**src/rtl/sobel_pkg.sv**
```systemverilog
// Types and constants shared by the Sobel pipeline stream blocks.
package sobel_pkg;

    localparam int PIX_W = 8;

    typedef enum logic [1:0] {
        IDLE  = 2'd0,
        RUN   = 2'd1,
        FLUSH = 2'd2
    } state_t;

    // Counter width for a dimension of n elements; never narrower than one bit.
    function automatic int cnt_w(input int n);
        return (n > 1) ? $clog2(n) : 1;
    endfunction

endpackage

```
**src/rtl/gray_pixel_map.sv**
```systemverilog
// Maps one gray byte to an RGB triple: plain replication, or binarisation
// against THRESH when it is non-zero.
module gray_pixel_map
    import sobel_pkg::*;
#(
    parameter int THRESH = 0
) (
    input  logic [PIX_W-1:0] gray,
    output logic [PIX_W-1:0] red,
    output logic [PIX_W-1:0] green,
    output logic [PIX_W-1:0] blue
);

    logic [PIX_W-1:0] mapped;

    generate
        if (THRESH == 0) begin : g_copy
            assign mapped = gray;
        end else begin : g_thresh
            localparam logic [PIX_W-1:0] THR = PIX_W'(THRESH);
            assign mapped = (gray >= THR) ? '1 : '0;
        end
    endgenerate

    assign red   = mapped;
    assign green = mapped;
    assign blue  = mapped;

endmodule

```
**src/rtl/gray2rgb_stream.sv**
```systemverilog
// Frame-armed gray-to-RGB stream stage: one start arms H*W pixels, each is
// mapped to RGB and emitted through a single register slice with sof/eol/eof.
module gray2rgb_stream
    import sobel_pkg::*;
#(
    parameter int H      = 200,
    parameter int W      = 160,
    parameter int THRESH = 0
) (
    input  logic             clk,
    input  logic             rstn,
    input  logic             start,
    output logic             ready,
    output logic             done,
    input  logic             s_valid,
    output logic             s_ready,
    input  logic [PIX_W-1:0] s_data,
    output logic             m_valid,
    input  logic             m_ready,
    output logic [PIX_W-1:0] m_red,
    output logic [PIX_W-1:0] m_green,
    output logic [PIX_W-1:0] m_blue,
    output logic             m_sof,
    output logic             m_eol,
    output logic             m_eof
);

    localparam int COL_W = cnt_w(W);
    localparam int ROW_W = cnt_w(H);

    state_t           state;
    logic [COL_W-1:0] col;
    logic [ROW_W-1:0] row;
    logic             in_hs;
    logic             out_hs;
    logic             last_col;
    logic             last_row;
    logic [PIX_W-1:0] map_red;
    logic [PIX_W-1:0] map_green;
    logic [PIX_W-1:0] map_blue;

    // The slice refills in the same cycle it drains, so full rate needs no bubbles.
    assign s_ready  = (state == RUN) && (!m_valid || m_ready);
    assign in_hs    = s_valid && s_ready;
    assign out_hs   = m_valid && m_ready;
    assign last_col = (col == COL_W'(W - 1));
    assign last_row = (row == ROW_W'(H - 1));
    assign ready    = (state == IDLE);

    gray_pixel_map #(
        .THRESH (THRESH)
    ) u_map (
        .gray  (s_data),
        .red   (map_red),
        .green (map_green),
        .blue  (map_blue)
    );

    always_ff @(posedge clk or negedge rstn) begin
        if (!rstn) begin
            state <= IDLE;
            done  <= 1'b0;
            col   <= '0;
            row   <= '0;
        end else begin
            done <= 1'b0;
            case (state)
                IDLE: begin
                    if (start) begin
                        state <= RUN;
                        col   <= '0;
                        row   <= '0;
                    end
                end
                RUN: begin
                    if (in_hs) begin
                        if (last_col) begin
                            col <= '0;
                            row <= last_row ? '0 : row + 1'b1;
                            if (last_row) begin
                                state <= FLUSH;
                            end
                        end else begin
                            col <= col + 1'b1;
                        end
                    end
                end
                FLUSH: begin
                    if (!m_valid || out_hs) begin
                        state <= IDLE;
                        done  <= 1'b1;
                    end
                end
                default: state <= IDLE;
            endcase
        end
    end

    // Flags come from the counters before they advance for this pixel.
    always_ff @(posedge clk or negedge rstn) begin
        if (!rstn) begin
            m_valid <= 1'b0;
            m_red   <= '0;
            m_green <= '0;
            m_blue  <= '0;
            m_sof   <= 1'b0;
            m_eol   <= 1'b0;
            m_eof   <= 1'b0;
        end else if (in_hs) begin
            m_valid <= 1'b1;
            m_red   <= map_red;
            m_green <= map_green;
            m_blue  <= map_blue;
            m_sof   <= (row == '0) && (col == '0);
            m_eol   <= last_col;
            m_eof   <= last_col && last_row;
        end else if (out_hs) begin
            m_valid <= 1'b0;
        end
    end

endmodule
```
**config.mk**
```make
export PLATFORM = sky130hd
export DESIGN_NAME = gray2rgb_stream
export DESIGN_NICKNAME = d
export VERILOG_FILES = /design/src/rtl/sobel_pkg.sv /design/src/rtl/gray_pixel_map.sv /design/src/rtl/gray2rgb_stream.sv
export SDC_FILE = /design/constraint.sdc
export NUM_CORES = 1
export LEC_CHECK = 0
export CORE_MARGIN = 4
export CORE_UTILIZATION = 40
export DETAILED_ROUTE_END_ITERATION = 12
export DONT_BUFFER_PORTS = 1
export SLEW_MARGIN = 20
export SYNTH_ARGS = -nofsm -noshare
export SYNTH_HDL_FRONTEND = slang
export SYNTH_SLANG_ARGS = --single-unit
```
**constraint.sdc**
```tcl
create_clock -name clk -period 2.9 [get_ports clk]
set_clock_uncertainty 0.1 [all_clocks]
set_input_delay 0.435 -clock clk [delete_from_list [all_inputs] [get_ports clk]]
set_output_delay 0.435 -clock clk [all_outputs]
set_load 0.02 [all_outputs]
```
==> reports/results.ini <==
[hold_path]
worstHoldStart=s_data[2]
hold_class=input pin to flop
hold_depth=2
min_to=m_blue[2]

[placed_design]
gp_congestion=0.874
numPortBuffers=0
dp.final_hpwl_um=2850

[timing]
drv_slew=0
fin_crit_ns=2.34
fin_crit_sh_pct=80.8
tightest_slew_ns=0.920
tns_ns=0
max_freq_ghz=0.427
setup-violations-final=0
slew_headroom_pct=38.4
rsz0062_at_grt=false
hold_violations=0

[detailed_routing]
drtPass1Iterations=4
viasPerCell=5.91
avgRoutedWirePerCell_um=17.0
ant_nets=0
wl_um=3860
initialDrtViolationCount=66
drc_errors=0
num_vias=1342

[logic_synthesis]
async_reset_ff_share_pct=100
synth-main-ff-cell=dfrtp_1
synth_cell_types=36
syn_area_per_cell_um2=9.22
synth_fp_nets=206
syn_inst=189
synth_edf_count=0
ys_seq_elements=31
synthesis.area_um2=1740
yosys_warnings=0
seq_area_frac_synth_pct=44.5

[worst_setup_path]
reg2regPathDepth=4
crit_fanout=17
worst_path_max_delay_cell=dfrtp_1
end_kind=flop
path_class=flop to flop
start_kind=flop
r2r_start=state[1]
max_stage_delay_ns=0.66
rr_endpoint=row[0]
crit_chain=nand2b_1 -> a31oi_4 -> nor3_1 -> mux2_2
crit_arrival_ns=2.41
reg2reg_slack_ns=0.56
cp.required_ns=2.96

[floorplan]
dieWidth_um=74.0
num_rows=23
initial_core_util_pct=42.3
core_area_um2=4120
die_h_um=74.0
ioPinCount=44
die-area_um2=5470

[clock_tree]
clk_latency_ns=0.28
cts_max_path_buffers=2
root_buffer=clkbuf_8
clkTransAtPathRegs_ns=0.06
cts_tree=built
cts_buffers=5
clkSinkCount=31
htree_levels=2

[grt]
grt_antenna_before_repair=0
grt_pass1_wl_um=6530
globalRouteOverflowTotal=0
grt_use_total_pct=15.7
grt_pass1_vias=1406
grt_max_degree=32

[finish]
multi_input_area_um2=793
fill_cells=411
drive_above_1_share_pct=9.60
area_growth_pct=3.66
fin_nets=193
regArea_um2=776
antennaDiodeCount=0

[power]
vdd_drop_max_v=0.000391
leakage_nw=0.843
power_density_nw_per_um2=669
total_power_mw=1.21

[flow_run]
maxCapViolCount=0

[outcome]
outcome=finished, final reports clean

[synth_stat cells, types with 3 or more instances]
cell type,number,area [um^2]
nand3_1,9,45.0
buf_2,3,15.0
inv_1,5,18.8
nand4_1,4,25.0
clkbuf_1,3,11.3
o41ai_1,5,43.8
dfrtp_1,31,776
and3_1,8,50.1
nor2_1,11,41.3
buf_4,17,128
nand2b_1,4,25.0
nor2b_1,3,18.8
nand2_1,33,124
o21ai_0,4,20.0
a21o_1,3,22.5
nor3_1,7,35.0
a211oi_1,4,30.0
o31ai_1,3,22.5
ha_1,4,50.1
mux2i_1,3,30.0
a31oi_1,5,31.3
a21oi_1,3,15.0
[critical path: cells and delay by family (launching register included)]
| family | cells | cell delay, ns |
|---|---|---|
| multiplexers | 1 | 0.40 |
| AND/OR/NAND/NOR | 2 | 0.94 |
| flip-flops | 1 | 0.66 |
| AO/OA/AOI/OAI | 1 | 0.13 |
[cells in the final DEF (no fill, tap or decap), types with 2 or more instances in the layout]
| cell type | count |
|---|---|
| a31oi_1 | 5 |
| a211oi_1 | 4 |
| nor2b_1 | 3 |
| a21oi_1 | 3 |
| nand3_1 | 9 |
| a21o_1 | 3 |
| inv_1 | 5 |
| o21ai_0 | 4 |
| dfrtp_1 | 31 |
| nor2_1 | 11 |
| o41ai_1 | 5 |
| nor3_1 | 7 |
| nand2_1 | 33 |
| and3_1 | 8 |
| nand2b_1 | 4 |
| nand4_1 | 4 |
| mux2i_1 | 3 |
| nand4b_1 | 2 |
| ha_1 | 4 |
| clkbuf_8 | 6 |
| and4_1 | 2 |
| and2_1 | 2 |
| o31ai_1 | 3 |
[final cells by class]
cell class,count,share of cell area [%]
Clock inverter,2,1.94
Multi-Input combinational cell,130,43.9
Clock buffer,6,4.57
Sequential cell,31,43.0
Tap cell,50,3.47
Timing Repair Buffer,3,2.08
Inverter,5,1.04
[stage by stage]
| stage | cells | util (%) | setup slack [ns] | hold WS (ns) | cell area (um^2) |
|---|---|---|---|---|---|
| floorplan | 189 | - | 0.953 | 0.0394 | 1740 |
| global placement | 217 | 40.3 | 0.716 | 0.0401 | 1660 |
| detailed placement | 217 | 40.3 | 0.569 | 0.0401 | 1660 |
| CTS | 227 | 43.9 | 0.542 | 0.153 | 1810 |
| global route | 227 | 43.9 | 0.371 | 0.155 | 1810 |
| finish | 227 | 43.9 | 0.556 | 0.165 | 1810 |
[logic make-up after synthesis]
family	count (synthesis)	share of synthesized area, %
buf+inv	28	9.91
simple gates	88	25.1
compound gates	34	15.2
fa+ha+maj	4	2.87
flops	31	44.5
mux	4	2.37
[report_power, final]
| group | switching (mW) | total [mW] | internal, mW |
|---|---|---|---|
| logic | 0.0893 | 0.152 | 0.0624 |
| registers | 0.138 | 0.622 | 0.485 |
| clock network | 0.157 | 0.434 | 0.278 |
[routing by layer]
metal	global-route usage, %	share of wire [%]
met3	3.92	6.3
met5	0	0
met1	19.4	44
met4	6.84	1.9
met2	26.1	48
[flip-flops by register name (all words and copies together) (netlist names), 2 cells and up]
signal  count
col         8
m_blue      8
row         8
state       2
[what timing repair did]
action                                 4_1_cts  5_1_grt
gates resized for setup                      0        0
endpoints found under the hold margin       31        0
hold buffers                                 2        0
setup buffers                                0        0
[worst max path at each step]
| stage | startpoint | slack [ns] | endpoint |
|---|---|---|---|
| after floorplan | col[0] | 0.95 | row[7] |
| after global placement | state[1] | 0.72 | row[0] |
| after detailed placement | state[1] | 0.57 | row[0] |
| after CTS | state[1] | 0.54 | row[0] |
| after global routing | state[1] | 0.37 | row[0] |
| final | state[1] | 0.56 | row[0] |
Note: power is estimated with default switching activity, not from simulation.
